[config.mk]
export PLATFORM = sky130hd
export DESIGN_NAME = prog_lut
export DESIGN_NICKNAME = d
export VERILOG_FILES = /design/src/rtl/prog_lut.sv
export SDC_FILE = /design/constraint.sdc
export NUM_CORES = 1
export LEC_CHECK = 0
export ABC_AREA = 1
export BUFFER_PORTS_ARGS = -buffer_cell sky130_fd_sc_hd__buf_4
export CAP_MARGIN = 15
export CELL_PAD_IN_SITES_DETAIL_PLACEMENT = 1
export CELL_PAD_IN_SITES_GLOBAL_PLACEMENT = 2
export CORE_ASPECT_RATIO = 0.75
export CORE_MARGIN = 4
export CORE_UTILIZATION = 30
export CTS_CLUSTER_DIAMETER = 30
export DETAILED_ROUTE_END_ITERATION = 12
export PLACE_DENSITY = 0.76
export SETUP_SLACK_MARGIN = 0.2
export SLEW_MARGIN = 10
export SYNTH_ARGS = -nofsm -noshare
export SYNTH_HDL_FRONTEND = slang
export SYNTH_SLANG_ARGS = --single-unit
[constraint.sdc]
create_clock -name clk -period 1.8 [get_ports clk]
set_clock_uncertainty 0.15 [all_clocks]
set_input_delay 0.09 -clock clk [delete_from_list [all_inputs] [get_ports clk]]
set_output_delay 0.09 -clock clk [all_outputs]
set_load 0.02 [all_outputs]
[src/rtl/prog_lut.sv]
// prog_lut: registered N-input truth-table evaluator with valid/ready streams and a serial table-load port.
// Define LUT_CFG_CHECK_EN to require an even-parity beat after each frame; failed frames leave the table intact.
module prog_lut #(
    parameter int                  N    = 4,
    parameter logic [(2**N)-1:0]   INIT = 16'hD073
) (
    input  logic         clk,
    input  logic         reset,
    input  logic         in_valid,
    output logic         in_ready,
    input  logic [N-1:0] x,
    output logic         out_valid,
    input  logic         out_ready,
    output logic         f,
    input  logic         cfg_valid,
    input  logic         cfg_bit,
    output logic         cfg_busy,
    output logic         cfg_done,
    output logic         cfg_err
);
    localparam int         TBL  = 2**N;
    localparam logic [N:0] LAST = (N+1)'(TBL-1);

`ifdef LUT_CFG_CHECK_EN
    typedef enum logic [1:0] {RUN, LOAD, CHK} state_t;
`else
    typedef enum logic [1:0] {RUN, LOAD} state_t;
`endif

    state_t           state_q, state_d;
    logic [TBL-1:0]   t_q, t_d;
    logic [TBL-1:0]   s_q, s_d;
    logic [N:0]       cnt_q, cnt_d;
    logic             f_q, f_d;
    logic             out_valid_q, out_valid_d;
    logic             cfg_done_q, cfg_done_d;
`ifdef LUT_CFG_CHECK_EN
    logic             cfg_err_q, cfg_err_d;
`endif

    // New operands are only taken in RUN, and only when the output slot is free or draining.
    assign in_ready  = (state_q == RUN) && (!out_valid_q || out_ready);
    assign out_valid = out_valid_q;
    assign f         = f_q;
    assign cfg_busy  = (state_q != RUN);
    assign cfg_done  = cfg_done_q;
`ifdef LUT_CFG_CHECK_EN
    assign cfg_err   = cfg_err_q;
`else
    assign cfg_err   = 1'b0;
`endif

    always_comb begin
        state_d     = state_q;
        t_d         = t_q;
        s_d         = s_q;
        cnt_d       = cnt_q;
        f_d         = f_q;
        out_valid_d = out_valid_q;
        cfg_done_d  = 1'b0;
`ifdef LUT_CFG_CHECK_EN
        cfg_err_d   = 1'b0;
`endif

        if (in_valid && in_ready) begin
            f_d         = t_q[x];
            out_valid_d = 1'b1;
        end else if (out_ready) begin
            out_valid_d = 1'b0;
        end

        case (state_q)
            RUN: begin
                if (cfg_valid) begin
                    s_d[0]  = cfg_bit;
                    cnt_d   = (N+1)'(1);
                    state_d = LOAD;
                end
            end
            LOAD: begin
                if (cfg_valid) begin
                    s_d[cnt_q[N-1:0]] = cfg_bit;
                    cnt_d             = cnt_q + 1'b1;
                    if (cnt_q == LAST) begin
`ifdef LUT_CFG_CHECK_EN
                        state_d = CHK;
`else
                        t_d        = s_d;
                        cfg_done_d = 1'b1;
                        state_d    = RUN;
`endif
                    end
                end
            end
`ifdef LUT_CFG_CHECK_EN
            CHK: begin
                // Parity beat makes the total number of ones in the frame even.
                if (cfg_valid) begin
                    if (cfg_bit == ^s_q) begin
                        t_d        = s_q;
                        cfg_done_d = 1'b1;
                    end else begin
                        cfg_err_d  = 1'b1;
                    end
                    state_d = RUN;
                end
            end
`endif
            default: state_d = RUN;
        endcase
    end

    always_ff @(posedge clk) begin
        if (reset) begin
            state_q     <= RUN;
            t_q         <= INIT;
            s_q         <= '0;
            cnt_q       <= '0;
            f_q         <= 1'b0;
            out_valid_q <= 1'b0;
            cfg_done_q  <= 1'b0;
`ifdef LUT_CFG_CHECK_EN
            cfg_err_q   <= 1'b0;
`endif
        end else begin
            state_q     <= state_d;
            t_q         <= t_d;
            s_q         <= s_d;
            cnt_q       <= cnt_d;
            f_q         <= f_d;
            out_valid_q <= out_valid_d;
            cfg_done_q  <= cfg_done_d;
`ifdef LUT_CFG_CHECK_EN
            cfg_err_q   <= cfg_err_d;
`endif
        end
    end

endmodule

==> run_results.csv, run 1 <==
group,metric,value,unit
sta,setup_violations,0,
setup_path,worst_path_dominant_cell_family,"simple AND/OR/NAND/NOR gates",
route,wirelength,5.86,mm
clock_tree,cts_buffers,5,
route,avgRoutedWirePerCell,14.9,um
setup_path,crit_chain,"ha_4, nand2_4, nor2_4, ha_4, nand2_4, nor2_8, inv_6, nor2_2, a21oi_1",
clock_tree,cts_root_buffer,"clkbuf_8",
route,num_vias,1853,
setup_path,cp-end-kind,"flop",
synth,synth-seq-area-share,40.8,%
sta,finalWorstSetupSlack,178,ps
hold_path,holdPathStages,5,
finish,area.growth.synth_to_final,25.9,%
die,fp.dieH,78.9,um
synth,netlist_instances,286,
setup_path,rr_worst_depth,9,
synth,ys_types,30,
finish,nets,328,
hold_path,hold_path.class,"in2reg",
sta,hold_violations,0,
setup_path,start_kind,"flop",
outcome,status,"finished, final reports clean",
place,place.gp.congestion,0.788,
die,start_util,31.4,%
route,avgViaCountPerCell,4.70,
job,drv_cap,0,
place,dp_slack,78.9,ps
sta,fin_setup_tns,0,ps
synth,ys_top_cells_by_area,"dfxtp_1 41%, inv_1 9.7%, nand2_1 8.6%",
die,die_width,103,um
clock_tree,clk_pin_slew,80,ps
die,num_rows,25,
place,io_buffer_count,14,
finish,drive_above_1_share,21.7,%
setup_path,reg2reg_setup_slack,180,ps
sta,grt_setup_unrepaired,"yes",
setup_path,cp_slowest_cell,"dfxtp_4",
hold_path,holdPathEnd,"out_valid",
sta,timing.fmax,617,MHz
synth,avgSynthCellArea,7.03,um^2
sta,min_period_over_period,90.1,%
finish,layout_common_cells,"51 x inv_1, 45 x nand2_1, 37 x dfxtp_1",
synth,synth-seq-cells,41,
clock_tree,cts_tree,"yes",
sta,finalCriticalPeriod,1620,ps
die,core,6410,um^2
setup_path,cp.required,1830,ps
setup_path,crit_buf_inv,1,
setup_path,worstPathArrival,1650,ps
sta,slew_violations,0,
route,drtPass1Iterations,4,
setup_path,crit_type,"reg2reg",
clock_tree,clk_latency,290,ps
global_route,antenna_found_initial,0,
finish,final_common_cell,"inv_1",
hold_path,min_from,"in_valid",
setup_path,cpPeakStageDelay,400,ps
route,ant_nets,0,
synth,synth_top_area_share,40.8,%
power_and_ir_drop,power_density,768,nW/um^2
setup_path,rr_startpoint,"cnt_q[0]",
synth,syn_nets,301,
route,drt_iter0_drc,77,
place,place_hpwl,4.38,mm
power_and_ir_drop,ir_drop,0.290,mV
route,drc,0,
synth,synth_largest_area_cell,"dfxtp_1",
global_route,grt_pass1_vias,1921,
power_and_ir_drop,p_leak,1.20,nW
clock_tree,htree_levels,2,
synth,netlist_area,2010,um^2
setup_path,crit_path_max_fanout,9,
setup_path,r2r_end,"t_q[5]",
clock_tree,ctsLongestPathBuffers,2,
die,io_pins,16,
global_route,grt_remaining_overflow,0,
clock_tree,cts.sinks,41,
global_route,grt_max_degree,17,
global_route,grt_usage,16.2,%
synth,ys_warn_count,0,
die,dieArea,8090,um^2
global_route,grt_pass1_wl,10.0,mm
finish,diodes,0,
-- power by group --
part	switching [W]	leakage (nW)	internal (W)
Sequential	0.0000195	0.336	0.000935
Combinational	0.000158	0.814	0.0000995
Clock	0.000329	0.0540	0.000404
Total	0.000506	1.20	0.00144
-- registers in the layout, summed over array words and instances, names as in the netlist --
register / count
state_q: 1
t_q: 16
out_valid: 1
cfg_done: 1
f: 1
cnt_q: 5
s_q: 16
-- worst register-to-register path: stages (launching register included) --
cell	delay [ps]
dfxtp_4	400
ha_4	160
nand2_4	60
nor2_4	110
ha_4	150
nand2_4	90
nor2_8	160
inv_6	80
nor2_2	100
a21oi_1	50
-- metal layers --
metal | GRT usage [%] | wire length [um]
met5 | 0 | 0
met4 | 3.15 | 22
met1 | 24.2 | 3210
met3 | 3.16 | 109
met2 | 24.3 | 2520
-- synth_stat cells --
master / count
o211ai_1: 6
conb_1: 1
nand2_4: 2
a2bb2oi_1: 1
nor2_8: 1
dfxtp_1: 41
inv_2: 3
a31oi_1: 3
nand2_1: 46
o22ai_1: 4
nor2_4: 1
buf_4: 2
a22oi_1: 3
ha_1: 5
a21oi_1: 17
inv_4: 1
nor2_2: 1
nand3_1: 25
nand2_2: 1
clkinv_2: 1
clkbuf_1: 2
o21ai_0: 25
inv_1: 52
nor2_1: 28
nand3b_1: 1
buf_2: 5
buf_6: 1
o21ai_1: 4
o21a_1: 2
nor3_1: 1
-- layout make-up --
cell class / count / area (um^2)
clock buffers: 5 / 68.8
multi-input cells: 178 / 1030
flip-flops and latches: 41 / 831
fillers: 804 / 3880
inverters: 57 / 223
well taps: 81 / 101
repair buffers: 30 / 238
clock inverters: 2 / 35.0
-- worst max-delay path by stage --
| stage | endpoint | startpoint | cells after the start | slack, ps |
|---|---|---|---|---|
| floorplan | t_q[1] | cnt_q[1] | 9 | 230 |
| global placement | t_q[5] | cnt_q[0] | 9 | 150 |
| detailed placement | t_q[5] | cnt_q[0] | 9 | 80 |
| CTS | t_q[5] | cnt_q[0] | 9 | 190 |
| global route | t_q[6] | cnt_q[1] | 9 | 100 |
| finish | t_q[5] | cnt_q[0] | 9 | 180 |
-- metrics by stage --
step	power, W	cells	instance area, um^2	utilization, %	hold WS (ps)
6_report	0.00194	394	2530	39.5	15.0
3_3_place_gp	0.00121	379	2230	34.8	268
5_1_grt	0.00206	394	2530	39.5	53.5
3_5_place_dp	0.00121	379	2230	34.8	268
4_1_cts	0.00195	392	2420	37.8	7.71
2_1_floorplan	0.00112	286	2030	-	119
-- kinds of logic after synthesis --
kind of cell             count (synthesis)  share of synthesized area (%)
buffers and inverters                   67                           13.8
flip-flops                              41                           40.8
adder cells (fa/ha/maj)                  5                           3.11
other                                    1                          0.187
AND/OR/NAND/NOR                        107                           24.0
AO/OA/AOI/OAI                           65                           18.2
-- what timing repair did --
action,in CTS,in global routing
setup buffers,4,2
hold endpoints to repair,5,0
hold buffers,2,0
pin swaps,4,3
gates cloned,0,0
gates resized for setup,11,28
endpoints found under the setup margin,16,28
Note: power is estimated with default switching activity, not from simulation.
==> inputs of run 2 (changes only) <==
--- a/config.mk
+++ b/config.mk
@@ -5,14 +5,14 @@
 export SDC_FILE = /design/constraint.sdc
 export NUM_CORES = 1
 export LEC_CHECK = 0
-export ABC_AREA = 1
+export ABC_AREA = 0
 export BUFFER_PORTS_ARGS = -buffer_cell sky130_fd_sc_hd__buf_4
 export CAP_MARGIN = 15
 export CELL_PAD_IN_SITES_DETAIL_PLACEMENT = 1
 export CELL_PAD_IN_SITES_GLOBAL_PLACEMENT = 2
 export CORE_ASPECT_RATIO = 0.75
 export CORE_MARGIN = 4
-export CORE_UTILIZATION = 30
+export CORE_UTILIZATION = 33
 export CTS_CLUSTER_DIAMETER = 30
 export DETAILED_ROUTE_END_ITERATION = 12
 export PLACE_DENSITY = 0.76
==> run 2 against run 1 <==
  * Clock power rose by 7.6%
  * Routed wire length decreased by 13%
  * Sequential power down 2.2%
  * Combinational power is 20% lower
  * Maximum frequency down 0.55%
  * Critical path type unchanged
  * Via count decreased by 17%
  * Largest cell class unchanged
  * First-iteration DRC count down 22%
  * Synthesized cell count down 24%
==> run_results.csv, run 2 <==
group,metric,value,unit
place,place_hpwl,3.51,mm
sta,min_period_over_period,90.6,%
synth,ys_types,32,
synth,netlist_area,1980,um^2
synth,synth_commonest_cells,"41 x dfxtp_1, 30 x nand2_1, 25 x mux2i_1",
setup_path,start_kind,"flop",
synth,synth_top_flop_cell,"dfxtp_1",
synth,synth-seq-area-share,41.4,%
hold_path,min_from,"reset",
setup_path,cpPeakStageDelay,380,ps
die,core,5830,um^2
die,num_rows,24,
clock_tree,cts_tree,"yes",
synth,async_flop_share,0,%
finish,area.growth.synth_to_final,25.5,%
route,wl_met3,145,um
clock_tree,clk_latency,290,ps
sta,grt_setup_unrepaired,"yes",
setup_path,rr_worst_depth,6,
setup_path,reg2reg_setup_slack,170,ps
sta,setup_violations,0,
die,start_util,34.0,%
setup_path,r2r_end,"t_q[7]",
sta,slew_violations,0,
finish,nets,252,
setup_path,rr_startpoint,"cnt_q[0]",
global_route,antenna_found_initial,0,
job,drv_cap,0,
synth,synth_largest_area_cell,"dfxtp_1",
route,avgViaCountPerCell,4.87,
clock_tree,htree_levels,2,
synth,yosysMostFrequentCell,"dfxtp_1",
die,fp.dieH,75.1,um
clock_tree,cts.sinks,41,
route,drc,0,
route,num_vias,1540,
sta,hold_violations,0,
setup_path,crit_path_max_fanout,4,
finish,drive_above_1_share,27.3,%
route,drtPass1Iterations,4,
finish,instances_no_fill,316,
finish,final_common_cell,"dfxtp_1",
setup_path,crit_type,"reg2reg",
route,wirelength,5.10,mm
synth,synth_top_area_share,41.4,%
synth,ys_warn_count,0,
global_route,grt_remaining_overflow,0,
synth,avgSynthCellArea,9.14,um^2
synth,synth-edff-count,0,
route,wl_met2,2.21,mm
place,place.gp.congestion,0.770,
route,drt_iter0_drc,60,
power_and_ir_drop,p_leak,1.02,nW
setup_path,cp_common_cell,"ha_4",
finish,reg.largest.list,"s_q (16), t_q (16), cnt_q (5)",
clock_tree,clk_pin_slew,90,ps
die,io_pins,16,
synth,netlist_instances,217,
place,io_buffer_count,14,
finish,fillers,681,
route,m1WireLength,2.71,mm
sta,timing.fmax,613,MHz
synth,syn_nets,232,
clock_tree,cts_root_buffer,"clkbuf_8",
sta,finalCriticalPeriod,1630,ps
finish,layout_common_cells,"38 x dfxtp_1, 29 x nand2_1, 25 x buf_4",
setup_path,cp.required,1870,ps
place,dp_cells,299,
die,dieArea,7330,um^2
finish,diodes,0,
setup_path,crit_chain,"ha_4, and3_4, ha_4, nand2_4, or2_2, o21ai_0",
setup_path,cp-end-kind,"flop",
power_and_ir_drop,ir_drop,0.384,mV
clock_tree,cts_buffers,5,
setup_path,worstPathArrival,1700,ps
setup_path,cp_slowest_cell,"dfxtp_4",
route,top_layer,"met4",
global_route,grt_max_degree,28,
hold_path,holdPathStages,2,
global_route,grt_usage,14.8,%
die,die_width,97.5,um
synth,ys_top_cells_by_area,"dfxtp_1 41%, mux2i_1 13%, nand2_1 5.7%",
global_route,grt_pass1_vias,1601,
sta,fin_setup_tns,0,ps
synth,synth-seq-cells,41,
route,avgRoutedWirePerCell,16.1,um
hold_path,holdPathEnd,"out_valid",
hold_path,hold_path.class,"in2reg",
power_and_ir_drop,power_density,775,nW/um^2
global_route,grt_pass1_wl,8.35,mm
clock_tree,ctsLongestPathBuffers,2,
outcome,status,"finished, final reports clean",
route,ant_nets,0,
## run 2: cell count changes after synthesis, moves of 8 or more
cell       delta
nand2_1      -16
mux2i_1      +25
clkbuf_1      +8
inv_1        -48
a21oi_1       -9
nand3_1      -13
a2bb2oi_1     +8
o21ai_0      -16
## run 2: kinds of logic (layout without fill, tap and decap cells)
logic type                 Yosys count  in the layout  share of synthesized area [%]
AOI/OAI and AO/OA                   35             35                           12.6
adders and majority gates            5              5                           3.15
buffers and inverters               23             43                           5.24
DFF                                 41             41                           41.4
muxes                               30             30                           18.5
and+or+nand+nor                     82             83                           18.9
other                                1              1                          0.189
## run 2: per-stage QoR
step / utilization, % / hold slack [ps] / total power (W) / setup WS (ps) / cell area (um^2)
6_report: 42.7 / 17.6 / 0.00193 / 169 / 2490
2_1_floorplan: - / 84.7 / 0.00108 / 65.2 / 2050
3_3_place_gp: 37.9 / 192 / 0.00114 / 92.7 / 2210
4_1_cts: 42.2 / 23.6 / 0.00194 / 179 / 2460
3_5_place_dp: 37.9 / 196 / 0.00114 / 64.9 / 2210
5_1_grt: 42.7 / 25.1 / 0.00202 / 86.7 / 2490
## run 2: final cells by class
type	count	area, um^2	share of cell area (%)
Multi-Input combinational cell	154	1180	47.6
Sequential cell	41	830	33.3
Timing Repair Buffer	29	228	9.15
Tap cell	78	97.6	3.92
Clock buffer	6	82.6	3.32
Clock inverter	2	36.3	1.46
Inverter	5	23.8	0.955
Timing Repair inverter	1	6.26	0.251
## run 2: worst max path at each step
stage,to,start,cells past startpoint
6_report,t_q[7],cnt_q[0],6
5_1_grt,s_q[12],cnt_q[1],6
2_1_floorplan,t_q[15],cnt_q[1],9
4_1_cts,t_q[15],cnt_q[0],7
3_5_place_dp,t_q[11],cnt_q[0],6
3_3_place_gp,t_q[10],cnt_q[0],6
## run 2: layer usage
layer  track usage [%]  vias to the layer above
met4              3.23                        0
met3              3.52                        4
met1              20.0                      727
li1                  -                      792
met2              24.4                       17
met5                 0                        -
## run 2: repair_timing
action,4_1_cts,5_1_grt
endpoints found under the hold margin,4,0
setup buffers,3,0
pin swaps,3,2
gates cloned,2,0
endpoints found under the setup margin,19,23
resized for setup,14,11
hold buffers,4,0
## run 2: worst max-delay path: cells and delay by family, from the launching register on
kind	cells	cell delay (ps)
flip-flops	1	380
adder cells (fa/ha/maj)	2	290
AO/OA/AOI/OAI	1	160
AND/OR/NAND/NOR	3	600
## run 2: report_power, final
| group | switching (W) | internal, W |
|---|---|---|
| clock | 0.000337 | 0.000452 |
| combinational | 0.000115 | 0.0000909 |
| sequential | 0.0000115 | 0.000923 |
| total | 0.000463 | 0.00147 |
==> inputs of run 3 (changes only) <==
--- a/config.mk
+++ b/config.mk
@@ -15,6 +15,7 @@
 export CORE_UTILIZATION = 33
 export CTS_CLUSTER_DIAMETER = 30
 export DETAILED_ROUTE_END_ITERATION = 12
+export HOLD_SLACK_MARGIN = 0.12
 export PLACE_DENSITY = 0.76
 export SETUP_SLACK_MARGIN = 0.2
 export SLEW_MARGIN = 10
==> run 3 against run 2 <==
  * Sequential power about the same
  * Maximum frequency decreased by 1.1%
  * Non-clock buffer count is 4 higher
  * Hold slack better by 160 ps
==> run_results.csv, run 3 (synthesis gave the netlist of run 2 again) <==
group,metric,value,unit
outcome,status,"finished, final reports clean",
clock_tree,cts_root_buffer,"clkbuf_8",
die,fp.dieH,75.1,um
global_route,grt_pass1_wl,8.46,mm
finish,layout_common_cells,"38 x dfxtp_1, 29 x nand2_1, 26 x buf_4",
finish,fillers,680,
route,num_vias,1588,
power_and_ir_drop,ir_drop,0.384,mV
route,drt_iter0_drc,51,
setup_path,cp-end-kind,"flop",
clock_tree,clk_latency,290,ps
die,io_pins,16,
global_route,grt_usage,15.0,%
clock_tree,htree_levels,2,
clock_tree,cts_tree,"yes",
power_and_ir_drop,p_int,0.00147,W
setup_path,start_kind,"flop",
finish,instances_no_fill,320,
setup_path,worstPathArrival,1680,ps
finish,diodes,0,
global_route,grt_pass1_vias,1609,
clock_tree,clk_pin_slew,90,ps
setup_path,crit_type,"reg2reg",
route,avgRoutedWirePerCell,16.5,um
global_route,grt_max_degree,28,
place,dp_cells,299,
finish,register_area,830,um^2
finish,nets,256,
route,ant_nets,0,
route,drc,0,
setup_path,reg2reg_setup_slack,150,ps
die,die_width,97.5,um
job,drv_cap,0,
power_and_ir_drop,p_leak,1.05,nW
finish,reg.largest.list,"s_q (16), t_q (16), cnt_q (5)",
hold_path,hold_path.class,"in2reg",
die,start_util,34.0,%
sta,setup_violations,0,
sta,slew_violations,0,
sta,timing.fmax,606,MHz
finish,final_common_cell,"dfxtp_1",
global_route,antenna_found_initial,0,
setup_path,cp.required,1830,ps
power_and_ir_drop,share_comb_of_total_power,11.0,%
route,avgViaCountPerCell,4.96,
power_and_ir_drop,power_density,768,nW/um^2
sta,fin_setup_tns,0,ps
finish,drive_above_1_share,26.4,%
power_and_ir_drop,seq_power_share,48.1,%
route,drtPass1Iterations,4,
place,io_buffer_count,14,
clock_tree,ctsLongestPathBuffers,2,
clock_tree,cts_buffers,5,
sta,grt_setup_unrepaired,"yes",
sta,min_period_over_period,91.6,%
finish,area.growth.synth_to_final,27.4,%
place,place_hpwl,3.51,mm
power_and_ir_drop,swShare,24.1,%
global_route,grt_remaining_overflow,0,
power_and_ir_drop,p_clk_share,40.9,%
sta,hold_violations,0,
clock_tree,cts.sinks,41,
power_and_ir_drop,switching_power,0.000468,W
die,dieArea,7330,um^2
setup_path,crit_path_max_fanout,6,
die,core,5830,um^2
sta,finalCriticalPeriod,1650,ps
finish,multi_input_area,1190,um^2
die,num_rows,24,
route,wirelength,5.28,mm
place,place.gp.congestion,0.770,
## run 3: layout make-up
| class | count | area share (%) |
|---|---|---|
| inverters | 5 | 0.941 |
| clock inverters | 2 | 1.44 |
| repair inverters | 1 | 0.248 |
| multi-input cells | 154 | 46.9 |
| well taps | 78 | 3.86 |
| clock buffers | 6 | 3.27 |
| repair buffers | 33 | 10.5 |
| flip-flops and latches | 41 | 32.8 |
## run 3: final timing paths
check             startpoint       to  cells after the start
hold reg to reg       t_q[8]   t_q[8]                      2
hold / removal          x[1]        f                      3
setup / recovery    cnt_q[0]  t_q[12]                      7
setup reg to reg    cnt_q[0]  t_q[12]                      7
## run 3: worst max-delay path, stage by stage (launching register included)
cell       delay (ps)
dfxtp_4           380
ha_4              130
and3_4            200
ha_4              160
nand2_4            60
or2_4             300
inv_4             100
a2bb2oi_1          70
## run 3: power groups by stage
stage / combinational [W] / sequential (W) / clock, W
after global routing: 0.000234 / 0.000937 / 0.000856
after floorplan: 0.000119 / 0.000962 / 0
after detailed placement: 0.000182 / 0.000957 / 0
after CTS: 0.000208 / 0.000934 / 0.000804
final: 0.000214 / 0.000934 / 0.000793
after global placement: 0.000183 / 0.000956 / 0
## run 3: through the flow
| stage | power (W) | hold WS (ps) | util [%] | instance area (um^2) | setup slack, ps |
|---|---|---|---|---|---|
| 6_report | 0.00194 | 177 | 43.4 | 2530 | 151 |
| 5_1_grt | 0.00203 | 188 | 43.4 | 2530 | 76.1 |
| 4_1_cts | 0.00195 | 184 | 42.7 | 2490 | 179 |
| 3_5_place_dp | 0.00114 | 196 | 37.9 | 2210 | 64.9 |
| 3_3_place_gp | 0.00114 | 192 | 37.9 | 2210 | 92.7 |
| 2_1_floorplan | 0.00108 | 84.7 | - | 2050 | 65.2 |
## run 3: layer usage
metal | part of all wire [%] | global-route usage [%] | routed length, um
met4 | 0.68 | 3.23 | 36
met3 | 2.4 | 3.52 | 125
met2 | 45 | 25.1 | 2370
met5 | 0 | 0 | 0
met1 | 52 | 20.1 | 2740
## run 3: repair_timing
| action | in CTS | in global routing |
|---|---|---|
| hold buffers | 7 | 0 |
| setup buffers | 3 | 1 |
| endpoints found under the hold margin | 24 | 0 |
| cloned | 2 | 0 |
| pin swaps | 3 | 3 |
| setup endpoints to repair | 19 | 23 |
| gates resized for setup | 14 | 12 |
